===== src/rtl/stepper_sched_pkg.sv =====
// Shared types and constants for the stepper move scheduler.
package stepper_sched_pkg;

  typedef enum logic [1:0] {
    IDLE,
    LOAD,
    TRIG,
    RUN
  } sched_state_t;

  typedef struct packed {
    logic signed [7:0] dx;
    logic signed [7:0] dy;
    logic        [7:0] width;
  } move_cmd_t;

  localparam int unsigned TRIG_TIMEOUT_TICKS = 4;

endpackage


===== src/rtl/move_cmd_fifo.sv =====
// First-word-fall-through command FIFO; count-based flags, power-of-two depth.
module move_cmd_fifo
  import stepper_sched_pkg::*;
#(
  parameter int unsigned DEPTH = 4,
  parameter type         cmd_t = move_cmd_t
) (
  input  logic clk,
  input  logic reset,
  input  logic push,
  input  cmd_t push_data,
  input  logic pop,
  output cmd_t head,
  output logic empty,
  output logic full
);

  localparam int unsigned PTR_BITS = $clog2(DEPTH);

  cmd_t                mem [DEPTH];
  logic [PTR_BITS-1:0] wr_ptr;
  logic [PTR_BITS-1:0] rd_ptr;
  logic [PTR_BITS:0]   count;
  logic                do_push;
  logic                do_pop;

  assign empty   = (count == '0);
  assign full    = (count == (PTR_BITS + 1)'(DEPTH));
  // Full is judged on the pre-pop count, so a pop never frees a slot in the same cycle.
  assign do_push = push && !full;
  assign do_pop  = pop && !empty;
  assign head    = mem[rd_ptr];

  always_ff @(posedge clk) begin
    if (do_push) mem[wr_ptr] <= push_data;
  end

  always_ff @(posedge clk) begin
    if (!reset) begin
      wr_ptr <= '0;
      rd_ptr <= '0;
      count  <= '0;
    end else begin
      if (do_push) wr_ptr <= wr_ptr + 1'b1;
      if (do_pop)  rd_ptr <= rd_ptr + 1'b1;
      case ({do_push, do_pop})
        2'b10:   count <= count + 1'b1;
        2'b01:   count <= count - 1'b1;
        default: count <= count;
      endcase
    end
  end

endmodule


===== src/rtl/stepper_move_sched.sv =====
// Queues relative moves and issues each to both stepper axes in lockstep.
// Optional STEPPER_SCHED_STATS_EN adds a wrapping move_count output.
module stepper_move_sched
  import stepper_sched_pkg::*;
#(
  parameter int unsigned PULSE_NUM_BITS   = 8,
  parameter int unsigned PULSE_WIDTH_BITS = 8,
  parameter int unsigned DEPTH            = 4
) (
  input  logic                        clk,
  input  logic                        reset,
  input  logic                        clk_en,
  input  logic                        cmd_valid,
  output logic                        cmd_ready,
  input  logic [PULSE_NUM_BITS-1:0]   cmd_dx,
  input  logic [PULSE_NUM_BITS-1:0]   cmd_dy,
  input  logic [PULSE_WIDTH_BITS-1:0] cmd_width,
  output logic                        x_trigger,
  output logic                        y_trigger,
  output logic [PULSE_NUM_BITS-1:0]   x_pulse_num,
  output logic [PULSE_NUM_BITS-1:0]   y_pulse_num,
  output logic [PULSE_WIDTH_BITS-1:0] pulse_width,
  input  logic                        x_busy,
  input  logic                        y_busy,
  output logic                        sched_busy,
`ifdef STEPPER_SCHED_STATS_EN
  output logic [15:0]                 move_count,
`endif
  output logic                        move_done
);

  localparam int unsigned TICK_BITS = $clog2(TRIG_TIMEOUT_TICKS + 1);

  typedef struct packed {
    logic [PULSE_NUM_BITS-1:0]   dx;
    logic [PULSE_NUM_BITS-1:0]   dy;
    logic [PULSE_WIDTH_BITS-1:0] width;
  } cmd_t;

  cmd_t                 push_cmd;
  cmd_t                 head;
  logic                 fifo_empty;
  logic                 fifo_full;
  logic                 pop;
  sched_state_t         state;
  sched_state_t         state_nxt;
  logic                 done_nxt;
  logic                 x_seen;
  logic                 y_seen;
  logic                 arm_x;
  logic                 arm_y;
  logic                 x_ok;
  logic                 y_ok;
  logic                 timed_out;
  logic [TICK_BITS-1:0] tick_cnt;
  logic [TICK_BITS-1:0] tick_next;

  assign push_cmd = '{dx: cmd_dx, dy: cmd_dy, width: cmd_width};

  move_cmd_fifo #(
    .DEPTH (DEPTH),
    .cmd_t (cmd_t)
  ) u_fifo (
    .clk       (clk),
    .reset     (reset),
    .push      (cmd_valid),
    .push_data (push_cmd),
    .pop       (pop),
    .head      (head),
    .empty     (fifo_empty),
    .full      (fifo_full)
  );

  assign cmd_ready  = !fifo_full;
  assign sched_busy = (state != IDLE) || !fifo_empty;
  assign arm_x      = (x_pulse_num != '0);
  assign arm_y      = (y_pulse_num != '0);
  assign tick_next  = tick_cnt + TICK_BITS'(clk_en);
  assign timed_out  = (tick_next == TICK_BITS'(TRIG_TIMEOUT_TICKS));
  // An axis counts as seen on the edge its busy is sampled, so TRIG exits on that same edge.
  assign x_ok       = !arm_x || x_seen || x_busy || timed_out;
  assign y_ok       = !arm_y || y_seen || y_busy || timed_out;

  always_comb begin
    state_nxt = state;
    pop       = 1'b0;
    done_nxt  = 1'b0;
    x_trigger = 1'b0;
    y_trigger = 1'b0;
    case (state)
      IDLE: begin
        if (!fifo_empty) begin
          pop       = 1'b1;
          state_nxt = LOAD;
        end
      end
      LOAD: begin
        if (!arm_x && !arm_y) begin
          done_nxt  = 1'b1;
          state_nxt = IDLE;
        end else begin
          state_nxt = TRIG;
        end
      end
      TRIG: begin
        x_trigger = arm_x && !x_seen;
        y_trigger = arm_y && !y_seen;
        if (x_ok && y_ok) state_nxt = RUN;
      end
      RUN: begin
        if ((!arm_x || !x_busy) && (!arm_y || !y_busy)) begin
          done_nxt  = 1'b1;
          state_nxt = IDLE;
        end
      end
      default: state_nxt = IDLE;
    endcase
  end

  always_ff @(posedge clk) begin
    if (!reset) begin
      state       <= IDLE;
      move_done   <= 1'b0;
      x_pulse_num <= '0;
      y_pulse_num <= '0;
      pulse_width <= '0;
      x_seen      <= 1'b0;
      y_seen      <= 1'b0;
      tick_cnt    <= '0;
    end else begin
      state     <= state_nxt;
      move_done <= done_nxt;
      if (pop) begin
        x_pulse_num <= head.dx;
        y_pulse_num <= head.dy;
        pulse_width <= head.width;
      end
      if (state == LOAD) begin
        x_seen   <= 1'b0;
        y_seen   <= 1'b0;
        tick_cnt <= '0;
      end else if (state == TRIG) begin
        tick_cnt <= tick_next;
        if (x_busy || timed_out) x_seen <= 1'b1;
        if (y_busy || timed_out) y_seen <= 1'b1;
      end
    end
  end

`ifdef STEPPER_SCHED_STATS_EN
  always_ff @(posedge clk) begin
    if (!reset)         move_count <= '0;
    else if (move_done) move_count <= move_count + 1'b1;
  end
`endif

endmodule


===== config.mk =====
export PLATFORM = sky130hd
export DESIGN_NAME = stepper_move_sched
export DESIGN_NICKNAME = d
export VERILOG_FILES = /design/src/rtl/stepper_sched_pkg.sv /design/src/rtl/move_cmd_fifo.sv /design/src/rtl/stepper_move_sched.sv
export SDC_FILE = /design/constraint.sdc
export NUM_CORES = 1
export LEC_CHECK = 0
export BUFFER_PORTS_ARGS = -buffer_cell sky130_fd_sc_hd__clkbuf_2
export CELL_PAD_IN_SITES_DETAIL_PLACEMENT = 2
export CELL_PAD_IN_SITES_GLOBAL_PLACEMENT = 2
export CORE_ASPECT_RATIO = 1.5
export CORE_MARGIN = 2
export CORE_UTILIZATION = 45
export DETAILED_ROUTE_END_ITERATION = 7
export GPL_TIMING_DRIVEN = 0
export PLACE_DENSITY_LB_ADDON = 0.1
export SYNTH_ARGS = -nofsm -noshare
export SYNTH_HDL_FRONTEND = slang
export SYNTH_SLANG_ARGS = --single-unit

===== constraint.sdc =====
create_clock -name clk -period 6.26 [get_ports clk]
set_input_delay 1.252 -clock clk [delete_from_list [all_inputs] [get_ports clk]]
set_output_delay 1.252 -clock clk [all_outputs]
set_load 0.005 [all_outputs]

==> run summary, run 1 <==
CLOCK TREE
--------------------------------------------------------------------------------
Post-CTS resize count                                                          0
Clock root cell                                                        clkbuf_16
Worst-Skew Late Latency                                                  0.42 ns
TritonCTS clock tree                                                        done
Buffers inserted during post-CTS setup optimization                            0
Clock Pin Slew Worst Setup and Hold Paths                                0.06 ns
TritonCTS buffer count                                                        17
Number of hold-repair buffers added at the cts stage                           0
H-tree level count                                                             4
Max Root-Sink Buffers                                                          2
Clock sink total                                                             135

YOSYS
--------------------------------------------------------------------------------
Synthesized netlist cell count                                               339
Asr flop ratio synth                                                           0
Post-synthesis register bit count                                            135
Area share of the largest cell type after synthesis                       0.5438
Cell types occupying the most area after synthesis                  edfxtp_1 (54%), dfxtp_1 (15%), mux4_2 (10%)
Number of enable flip-flop cells after synthesis                              96
Most used flip-flop cell after synthesis                                edfxtp_1
Average cell area after synthesis                                      15.64 µm²
Library cell with the largest summed area after synthesis               edfxtp_1
Net count after synthesis                                                    377
Synth Cell Area                                                     0.005301 mm²
Synth warn                                                                     0
Library cells used by synthesis                                               43
Sequential element share of the synthesized area                          0.6911

TIMING
--------------------------------------------------------------------------------
Minimum clock period after layout                                       2.955 ns
Summed negative setup slack over all endpoints                              0 ns
Final worst clock skew                                               0.007943 ns
Fin worst setup slack                                                   3.305 ns
Normalized max-slew margin                                                0.5025
Tcrit/Tclk final                                                          0.4720
Hold_ws                                                                0.4726 ns
Highest achievable clock rate                                          338.4 MHz
Count of endpoints failing hold in the final timing report                     0
Final Max Slew Viols                                                           0
Unrepaired setup endpoints after global routing                            false
Final setup viols                                                              0
Transition time at the pin with the least slew margin                  0.7462 ns

ROUTE
--------------------------------------------------------------------------------
Routed via count divided by cell count                                     5.349
Router iterations before antenna repair                                        5
Total number of vias                                                       3,097
First DRT Iteration DRCs                                                     173
Routed wire length                                                     13,170 µm
Avg WL per Cell                                                         22.75 µm
DRC                                                                            0
Number of routed nets with antenna violations                                  0

GRT
--------------------------------------------------------------------------------
All-layer global routing usage                                            0.2291
Largest net degree at the start of global routing                             25
Global-route wire length before repair                                 20,630 µm
Remaining global-route overflow                                                0
Number of antenna violations at the first check in global routing              0
Number of global-route vias before repair                                  3,541

CRITICAL PATH
--------------------------------------------------------------------------------
Register-to-register setup slack                                         3.65 ns
Startpoint-to-endpoint class of the critical path                        reg2out
Critical Path End Type                                                output pin
Worst Path Required                                                      5.01 ns
Worst setup SP type                                                     register
Arrival time of the worst setup path                                     1.70 ns
Biggest fanout along the worst timing path                                     3

STATUS
--------------------------------------------------------------------------------
Run status                                                          complete, no violations

FINAL LAYOUT
--------------------------------------------------------------------------------
Net count of the finished layout                                             454
Post-route non-filler standard cell count                                    579
Share of layout cells above drive strength 1                              0.3357
Register area                                                       0.003664 mm²
Area taken by multi-input logic gates                               0.001484 mm²
Diode insertion count for antenna repair                                       0
Fill count                                                                 1,077
Synthesis-to-finish area growth                                           20.23%

POWER AND IR DROP
--------------------------------------------------------------------------------
Internal Dissipation                                                  0.002072 W
Switching power share of the total                                        0.3274
Clock power share                                                          0.326
Sw power                                                              0.001009 W
Total power per unit cell area                                      483.4 mW/mm²
Peak supply drop                                                     0.0002572 V
Pleak                                                                   2.295 nW
Sequential Power Share                                                     0.397
Combinational fraction of design power                                     0.277

PLACEMENT
--------------------------------------------------------------------------------
Final Wtd Congestion                                                      0.7424
Instance count after placement with tap cells included                       547
Setup slack at placement                                                3.243 ns
I/O Buffers                                                                   58
HPWL after detailed placement                                            8412 µm

DIE
--------------------------------------------------------------------------------
Starting density of the core                                              0.4597
Top-Level Pins                                                                59
Std-Cell Rows                                                                 48
Die Span X                                                              92.62 µm
Floorplan core area                                                  0.01153 mm²
Vert. Die Dim                                                           136.9 µm
Die footprint                                                        0.01268 mm²

FLOW RUN
--------------------------------------------------------------------------------
Max_cap viols                                                                  0

WORST HOLD PATH
--------------------------------------------------------------------------------
Worst min path class                                                     reg2reg

## cell usage after synthesis (all sizes together), types with 4 or more instances
| library cell | number |
|---|---|
| nor3 | 4 |
| xor2 | 4 |
| buf | 9 |
| o21ai | 5 |
| nor4 | 4 |
| ha | 7 |
| nand2 | 55 |
| mux4 | 24 |
| a21oi | 32 |
| inv | 8 |
| and2 | 6 |
| dfxtp | 39 |
| clkbuf | 5 |
| edfxtp | 96 |
| nor2 | 13 |
| and3 | 4 |
## area by class of cell
class / count / area share
Multi-Input combinational cell: 180 / 0.2328
Clock inverter: 14 / 0.02591
Inverter: 10 / 0.006086
Timing Repair Buffer: 58 / 0.04554
Clock buffer: 18 / 0.06733
Tap cell: 150 / 0.02945
Buffer: 14 / 0.01806
Sequential cell: 135 / 0.5748
## worst max-delay path: stages (launching register included)
cell,delay (ns)
dfxtp_1,0.36
nor4_2,0.49
and2_1,0.25
nor3_1,0.07
clkbuf_2,0.12
## state kept, by name, summed over array words and instances (netlist names), named ones only
register and count:
y_seen 1, x_pulse_num 8, u_fifo.mem 96, state 1, u_fifo.rd_ptr 2, y_pulse_num 8, u_fifo.wr_ptr 2, move_done 1
pulse_width 8, x_seen 1, u_fifo.count 3, tick_cnt 3
## worst paths after layout
path / from / endpoint / cells past startpoint
setup reg to reg: state[0] / u_fifo.count[2] / 11
hold / removal: pulse_width[5] / pulse_width[5] / 2
setup / recovery: x_pulse_num[1] / x_trigger / 4
hold reg to reg: pulse_width[5] / pulse_width[5] / 2
## per-layer routing
layer	share of wire	up-vias	global-route usage
met3	0.030	14	0.05452
li1	-	1417	-
met2	0.58	59	0.4217
met1	0.37	1607	0.2592
met4	0.016	0	0.07925
met5	0	-	0
## power by group through the flow
stage	combinational (W)	sequential (W)	clock, W
5_1_grt	0.000945	0.00124	0.00106
3_5_place_dp	0.000856	0.00124	0
4_1_cts	0.000875	0.00122	0.00102
2_1_floorplan	0.000562	0.00121	0
3_3_place_gp	0.000815	0.00122	0
6_report	0.000854	0.00122	0.00101
## cells in the final DEF, fill, tap and decap left out, types with 3 or more instances in the layout
master,Yosys,routed
a21oi_1,29,29
a21oi_2,3,3
and2_1,5,5
and3_2,4,4
buf_2,4,4
buf_6,5,5
clkbuf_1,3,4
clkbuf_16,0,17
clkbuf_2,0,58
clkinvlp_4,0,4
dfxtp_1,39,39
edfxtp_1,96,96
ha_1,7,7
inv_1,7,7
inv_6,0,5
mux4_2,24,24
nand2_1,54,54
nor2_1,12,12
nor3_1,4,4
o21ai_0,4,4
xor2_1,4,4
## per-stage QoR
stage / total power, W / util / area (µm²)
2_1_floorplan: 0.001769 / - / 5301
3_3_place_gp: 0.002038 / 0.5012 / 5779
3_5_place_dp: 0.002092 / 0.5012 / 5779
4_1_cts: 0.003122 / 0.5527 / 6374
5_1_grt: 0.003239 / 0.5527 / 6374
6_report: 0.003081 / 0.5527 / 6374
## cells by family after synthesis
logic type,after synthesis,share of synthesized area
AOI/OAI and AO/OA,43,0.04720
xor gates and xnor gates,6,0.009913
adders and majority gates,8,0.02030
buffers and inverters,24,0.02903
DFF,135,0.6911
muxes,26,0.1057
and+or+nand+nor,97,0.09677
(Power assumes the default switching activity.)
==> run 2: changes to the inputs <==
- CORE_UTILIZATION: 45 -> 42
- clock period: 6.26 -> 2.9 ns (I/O delays scaled with it)
==> run summary, run 2 (synthesis results as in run 1) <==
STATUS
----------------------------------------------------------------------------------
Run status                                                            complete, no violations   unchanged

FINAL LAYOUT
----------------------------------------------------------------------------------
Commonest non-fill, non-tap cell in the layout                            edfxtp_1   unchanged
Net count of the finished layout                                               454   unchanged
Post-route non-filler standard cell count                                      585   was 579
Fill count                                                                   1,162   was 1,077
Share of layout cells above drive strength 1                                0.3333   was 0.3357
Diode insertion count for antenna repair                                         0   unchanged
Flip-flop count of the largest register, all copies and words added             96   unchanged
Top reg by flops                                                        u_fifo.mem   unchanged
Top library cells by usage in the layout, fill and taps aside         edfxtp_1 (96), clkbuf_2 (58), nand2_1 (54)   unchanged
Synthesis-to-finish area growth                                             19.45%   was 20.23%

TIMING
----------------------------------------------------------------------------------
Final Max Slew Viols                                                             0   unchanged
Summed negative setup slack over all endpoints                                0 ns   unchanged
Final worst clock skew                                                 0.009543 ns   was 0.007943 ns
Highest achievable clock rate                                            390.8 MHz
Minimum clock period after layout                                         2.559 ns
Tcrit/Tclk final                                                            0.8824
Count of endpoints failing hold in the final timing report                       0   unchanged
Fin worst setup slack                                                    0.3410 ns   was 3.305 ns
Final setup viols                                                                0   unchanged
Transition time at the pin with the least slew margin                    0.7243 ns   was 0.7462 ns
Unrepaired setup endpoints after global routing                              false   unchanged
Normalized max-slew margin                                                  0.5171   was 0.5025

CRITICAL PATH
----------------------------------------------------------------------------------
Critical Path End Type                                                    register   was output pin
Startpoint-to-endpoint class of the critical path                          reg2reg   was reg2out
Worst Path Required                                                        3.24 ns   was 5.01 ns
Biggest fanout along the worst timing path                                      10   was 3
Arrival time of the worst setup path                                       2.90 ns   was 1.70 ns
Worst setup SP type                                                       register   unchanged

DIE
----------------------------------------------------------------------------------
Top-Level Pins                                                                  59   unchanged
Starting density of the core                                                0.4280   was 0.4597
Vert. Die Dim                                                             141.6 µm   was 136.9 µm
Die Span X                                                                95.73 µm   was 92.62 µm
Std-Cell Rows                                                                   50   was 48
Floorplan core area                                                    0.01239 mm²   was 0.01153 mm²
Die footprint                                                          0.01356 mm²   was 0.01268 mm²

CLOCK TREE
----------------------------------------------------------------------------------
Clock root cell                                                          clkbuf_16   unchanged
Buffers inserted during post-CTS setup optimization                              0   unchanged
Clock sink total                                                               135   unchanged
TritonCTS buffer count                                                          17   unchanged
Post-CTS resize count                                                            0   unchanged
H-tree level count                                                               4   unchanged
Worst-Skew Late Latency                                                    0.42 ns   about the same
Clock Pin Slew Worst Setup and Hold Paths                                  0.06 ns   about the same
Max Root-Sink Buffers                                                            2   unchanged
TritonCTS clock tree                                                          done   unchanged
Number of hold-repair buffers added at the cts stage                             0   unchanged

POWER AND IR DROP
----------------------------------------------------------------------------------
Peak supply drop                                                       0.0005460 V   was 0.0002572 V
Pleak                                                                     2.274 nW   was 2.295 nW
Total power per unit cell area                                         1015 mW/mm²   was 483.4 mW/mm²

ROUTE
----------------------------------------------------------------------------------
Routed wire length                                                       12,870 µm   was 13,170 µm
Router iterations before antenna repair                                          4   was 5
DRC                                                                              0   unchanged
Number of routed nets with antenna violations                                    0   unchanged
First DRT Iteration DRCs                                                       109   was 173
Routed via count divided by cell count                                       5.325   was 5.349
Total number of vias                                                         3,115   was 3,097
Avg WL per Cell                                                           22.01 µm   was 22.75 µm

GRT
----------------------------------------------------------------------------------
Remaining global-route overflow                                                  0   unchanged
Largest net degree at the start of global routing                               25   unchanged
All-layer global routing usage                                              0.2117   was 0.2291
Number of antenna violations at the first check in global routing                0   unchanged
Global-route wire length before repair                                   20,440 µm   was 20,630 µm
Number of global-route vias before repair                                    3,569   was 3,541

PLACEMENT
----------------------------------------------------------------------------------
Final Wtd Congestion                                                        0.7072   was 0.7424
Instance count after placement with tap cells included                         553   was 547
Setup slack at placement                                                 0.3310 ns   was 3.243 ns
HPWL after detailed placement                                              8114 µm   was 8412 µm
I/O Buffers                                                                     58   unchanged

FLOW RUN
----------------------------------------------------------------------------------
Max_cap viols                                                                    0   unchanged

WORST HOLD PATH
----------------------------------------------------------------------------------
Worst min path class                                                        in2reg   was reg2reg

run 2: changes by cell type in the layout (fill, tap and decap cells not counted), sizes merged:
cell and delta:
bufinv -2, clkinv +4, clkinvlp -1, inv -1
run 2: final cells by class:
cell class                      instances  area (µm²)  area share
Inverter                               10       38.79    0.006125
Clock buffer                           18       429.2     0.06777
Clock inverter                         14       116.4     0.01838
Buffer                                 14       115.1     0.01818
Sequential cell                       135        3664      0.5785
Multi-Input combinational cell        180        1484      0.2343
Tap cell                              156       195.2     0.03082
Timing Repair Buffer                   58       290.3     0.04584
run 2: routing by layer:
layer,vias up,global-route usage,routed length (µm)
met5,-,0,0
met4,0,0.06466,164
met3,15,0.05364,338
met2,55,0.3795,7355
met1,1618,0.2447,5015
li1,1427,-,-
run 2: stage by stage:
stage | utilization | instance area, µm² | power [W] | hold WS [ns]
floorplan | - | 5301 | 0.003818 | 0.4527
global placement | 0.4672 | 5787 | 0.004416 | 0.4443
detailed placement | 0.4672 | 5787 | 0.004495 | 0.4591
CTS | 0.5112 | 6332 | 0.006524 | 0.3606
global route | 0.5112 | 6332 | 0.006792 | 0.3682
finish | 0.5112 | 6332 | 0.006425 | 0.3763
run 2: power by group:
part	internal (W)	switching (W)	total, W
registers	0.00240	0.000235	0.00263
logic	0.000785	0.00103	0.00181
clock network	0.00111	0.000865	0.00198
total	0.00430	0.00213	0.00642
run 2: path summary, 6_finish.rpt:
path / from / slack, ns / end / cells past startpoint
min: cmd_width[3] / 0.38 / u_fifo.mem[2][3] / 1
max reg2reg: state[0] / 0.34 / u_fifo.count[2] / 11
max: state[0] / 0.34 / u_fifo.count[2] / 11
min reg2reg: pulse_width[2] / 0.46 / pulse_width[2] / 2
run 2: worst max-delay path: stages, from the launching register on:
cell and delay, ns:
dfxtp_1 0.29, buf_2 0.19, nor2_4 0.18, nand2_4 0.12
inv_2 0.18, buf_6 0.18, ha_1 0.19, inv_1 0.06
fa_1 0.37, xor2_1 0.16, or3_2 0.41, a21oi_1 0.15
==> run 3: changes to the inputs <==
- SKIP_LAST_GASP: not set -> 1
- SYNTH_HIERARCHICAL: not set -> 1
==> run summary, run 3 <==
DIE
----------------------------------------------------------------------------------------
Vert. Die Dim                                                                   142.7 µm   was 141.6 µm
Floorplan core area                                                          0.01251 mm²   was 0.01239 mm²
Die footprint                                                                0.01376 mm²   was 0.01356 mm²
Std-Cell Rows                                                                         50   unchanged
Starting density of the core                                                      0.4304   was 0.4280
Die Span X                                                                      96.46 µm   was 95.73 µm
Top-Level Pins                                                                        59   unchanged

TIMING
----------------------------------------------------------------------------------------
Final setup viols                                                                      0   unchanged
Hold_ws                                                                        0.3771 ns   was 0.3763 ns
Summed negative setup slack over all endpoints                                      0 ns   unchanged
Unrepaired setup endpoints after global routing                                    false   unchanged
Final worst clock skew                                                        0.01410 ns   was 0.009543 ns
Minimum clock period after layout                                               2.727 ns   was 2.559 ns
Normalized max-slew margin                                                        0.4677   was 0.5171
Tcrit/Tclk final                                                                  0.9404   was 0.8824
Count of endpoints failing hold in the final timing report                             0   unchanged
Fin worst setup slack                                                          0.1729 ns   was 0.3410 ns
Final Max Slew Viols                                                                   0   unchanged
Highest achievable clock rate                                                  366.7 MHz   was 390.8 MHz
Transition time at the pin with the least slew margin                          0.7984 ns   was 0.7243 ns

YOSYS
----------------------------------------------------------------------------------------
Most common cell in the synthesized netlist                                     edfxtp_1   unchanged
Cell types occupying the most area after synthesis                          edfxtp_1 (54%), dfxtp_1 (15%), mux4_2 (10%)   unchanged
Library cell with the largest summed area after synthesis                       edfxtp_1   unchanged
Area share of the largest cell type after synthesis                               0.5353   was 0.5438
Synth Cell Area                                                             0.005385 mm²   was 0.005301 mm²
Asr flop ratio synth                                                                   0   unchanged
Sequential element share of the synthesized area                                  0.6877   was 0.6911
Most used flip-flop cell after synthesis                                        edfxtp_1   unchanged
Synth top cells by count                                                    edfxtp_1 (96), nand2_1 (61), dfxtp_1 (41)   was edfxtp_1 (96), nand2_1 (54), dfxtp_1 (39)
Synthesized netlist cell count                                                       348   was 339
Library cells used by synthesis                                                       40   was 43
Average cell area after synthesis                                              15.47 µm²   was 15.64 µm²
Synth warn                                                                             6   was 0
Number of enable flip-flop cells after synthesis                                      96   unchanged
Post-synthesis register bit count                                                    137   was 135
Net count after synthesis                                                            386   was 377

CLOCK TREE
----------------------------------------------------------------------------------------
Buffers inserted during post-CTS setup optimization                                    0   unchanged
Max Root-Sink Buffers                                                                  2   unchanged
TritonCTS clock tree                                                                done   unchanged
Clock Pin Slew Worst Setup and Hold Paths                                        0.06 ns   about the same
TritonCTS buffer count                                                                17   unchanged
Post-CTS resize count                                                                  4   was 0
Clock sink total                                                                     137   was 135
Number of hold-repair buffers added at the cts stage                                   0   unchanged
Worst-Skew Late Latency                                                          0.42 ns   about the same
H-tree level count                                                                     4   unchanged
Clock root cell                                                                clkbuf_16   unchanged

FINAL LAYOUT
----------------------------------------------------------------------------------------
Net count of the finished layout                                                     463   was 454
Synthesis-to-finish area growth                                                   21.96%   was 19.45%
Top reg by flops                                                              u_fifo/mem   was u_fifo.mem
Diode insertion count for antenna repair                                               0   unchanged
Commonest non-fill, non-tap cell in the layout                                  edfxtp_1   unchanged
Top library cells by usage in the layout, fill and taps aside               edfxtp_1 (96), nand2_1 (61), clkbuf_2 (59)   was edfxtp_1 (96), clkbuf_2 (58), nand2_1 (54)
Final core area utilization                                                       0.5249   was 0.5112
Share of layout cells above drive strength 1                                      0.3219   was 0.3333
Flip-flop count of the largest register, all copies and words added                   96   unchanged
Final instance area                                                         0.006568 mm²   was 0.006332 mm²

CRITICAL PATH
----------------------------------------------------------------------------------------
Start of the worst register-to-register path                                    state[0]   unchanged
Dominant cell type by count on the critical path                                   or3_1
Biggest fanout along the worst timing path                                            12   was 10
Worst setup SP type                                                             register   unchanged
Category of cells accounting for the largest share of critical-path delay   simple AND/OR/NAND/NOR gates   unchanged
Number of cells on the worst reg-to-reg path                                          11   unchanged
Largest incremental delay on the critical path                                   0.39 ns   was 0.41 ns
Cells along the critical path                                               or3_1, buf_2, clkinv_4, buf_8, nor2b_4, ha_2, inv_1, fa_1, xor2_1, or3_1, a21boi_1   was buf_2, nor2_4, nand2_4, inv_2, buf_6, ha_1, inv_1, fa_1, xor2_1, or3_2, a21oi_1
Register-to-register setup slack                                                 0.17 ns   was 0.34 ns
Arrival time of the worst setup path                                             3.06 ns   was 2.90 ns
Critical-path cell with the highest stage delay                                    or3_1   was or3_2
Worst Path Required                                                              3.24 ns   about the same
Worst Path Buf+Inv                                                                     4   unchanged
Critical Path End Type                                                          register   unchanged
Endpoint of the worst register-to-register path                             u_fifo/count[2]   was u_fifo.count[2]
Startpoint-to-endpoint class of the critical path                                reg2reg   unchanged

GRT
----------------------------------------------------------------------------------------
Global-route wire length before repair                                         20,760 µm   was 20,440 µm
Remaining global-route overflow                                                        0   unchanged
Largest net degree at the start of global routing                                     25   unchanged
Number of antenna violations at the first check in global routing                      0   unchanged
Number of global-route vias before repair                                          3,660   was 3,569
All-layer global routing usage                                                    0.2138   was 0.2117

PLACEMENT
----------------------------------------------------------------------------------------
I/O Buffers                                                                           58   unchanged
HPWL after detailed placement                                                    8239 µm   was 8114 µm
Setup slack at placement                                                      -0.1044 ns   was 0.3310 ns
Instance area at placement                                                  0.005871 mm²   was 0.005787 mm²
Final Wtd Congestion                                                              0.7014   was 0.7072

FLOW RUN
----------------------------------------------------------------------------------------
Max_cap viols                                                                          0   unchanged

WORST HOLD PATH
----------------------------------------------------------------------------------------
Hold depth                                                                             1   unchanged
Hold Startpoint                                                             cmd_width[0]   was cmd_width[3]
Endpoint of the worst hold path                                             u_fifo/mem[1][0]   was u_fifo.mem[2][3]
Worst min path class                                                              in2reg   unchanged

POWER AND IR DROP
----------------------------------------------------------------------------------------
Peak supply drop                                                             0.0006644 V   was 0.0005460 V
Pleak                                                                           2.327 nW   was 2.274 nW
Total power per unit cell area                                               1067 mW/mm²   was 1015 mW/mm²

ROUTE
----------------------------------------------------------------------------------------
Router iterations before antenna repair                                                4   unchanged
Avg WL per Cell                                                                 22.02 µm   was 22.01 µm
DRC                                                                                    0   unchanged
Number of routed nets with antenna violations                                          0   unchanged
Total number of vias                                                               3,165   was 3,115
First DRT Iteration DRCs                                                             162   was 109
Routed via count divided by cell count                                             5.328   was 5.325
Routed wire length                                                             13,080 µm   was 12,870 µm

STATUS
----------------------------------------------------------------------------------------
Run status                                                                  complete, no violations   unchanged

-- run 3: cell types whose count changed after synthesis, moves of 6 or more --
cell | before | now
o21ai_0 | 4 | 10
a21boi_1 | 0 | 8
nand2_1 | 54 | 61
nor2_1 | 12 | 4
a21boi_0 | 2 | 21
a21oi_1 | 29 | 3
-- run 3: worst max-delay path by stage --
stage	slack [ns]	depth (start not counted)	endpoint	start
2_1_floorplan	0.32	12	u_fifo/count[2]	u_fifo/count[0]
3_3_place_gp	-0.007	12	u_fifo/count[2]	u_fifo/count[0]
3_5_place_dp	-0.10	12	u_fifo/count[2]	u_fifo/count[0]
4_1_cts	0.002	12	u_fifo/count[2]	u_fifo/count[1]
5_1_grt	0.04	12	u_fifo/count[2]	u_fifo/count[1]
6_report	0.17	11	u_fifo/count[2]	state[0]
-- run 3: kinds of logic after synthesis --
family,after synthesis,share of synthesized area
fa+ha+maj,8,0.01998
xor+xnor,3,0.004880
buf+inv,26,0.02811
flops,137,0.6877
simple gates,100,0.09479
mux,26,0.1041
compound gates,48,0.06041
-- run 3: through the flow --
stage | power, W | std cells
6_report | 0.007007 | 594
5_1_grt | 0.007419 | 594
4_1_cts | 0.007077 | 594
3_5_place_dp | 0.004592 | 562
3_3_place_gp | 0.004502 | 562
2_1_floorplan | 0.003903 | 348
-- run 3: layout make-up --
type                            instances  area (µm²)
Buffer                                 17       125.1
Clock buffer                           21       461.7
Clock inverter                         11       195.2
Fill cell                            1166        5944
Inverter                                9       38.79
Multi-Input combinational cell        185        1551
Sequential cell                       137        3710
Tap cell                              156       195.2
Timing Repair Buffer                   58       290.3
-- run 3: power by group --
| group | switching, W | internal [W] |
|---|---|---|
| Sequential | 0.000213 | 0.00244 |
| Combinational | 0.00110 | 0.000871 |
| Clock | 0.000804 | 0.00158 |
| Total | 0.00212 | 0.00489 |
-- run 3: layer usage --
layer	share of wire	routed length, µm	vias to the layer above	track usage
li1	-	-	1445	-
met1	0.39	5054	1636	0.2384
met4	0.017	227	0	0.07561
met2	0.56	7321	64	0.3783
met3	0.036	477	20	0.06702
met5	0	0	-	0
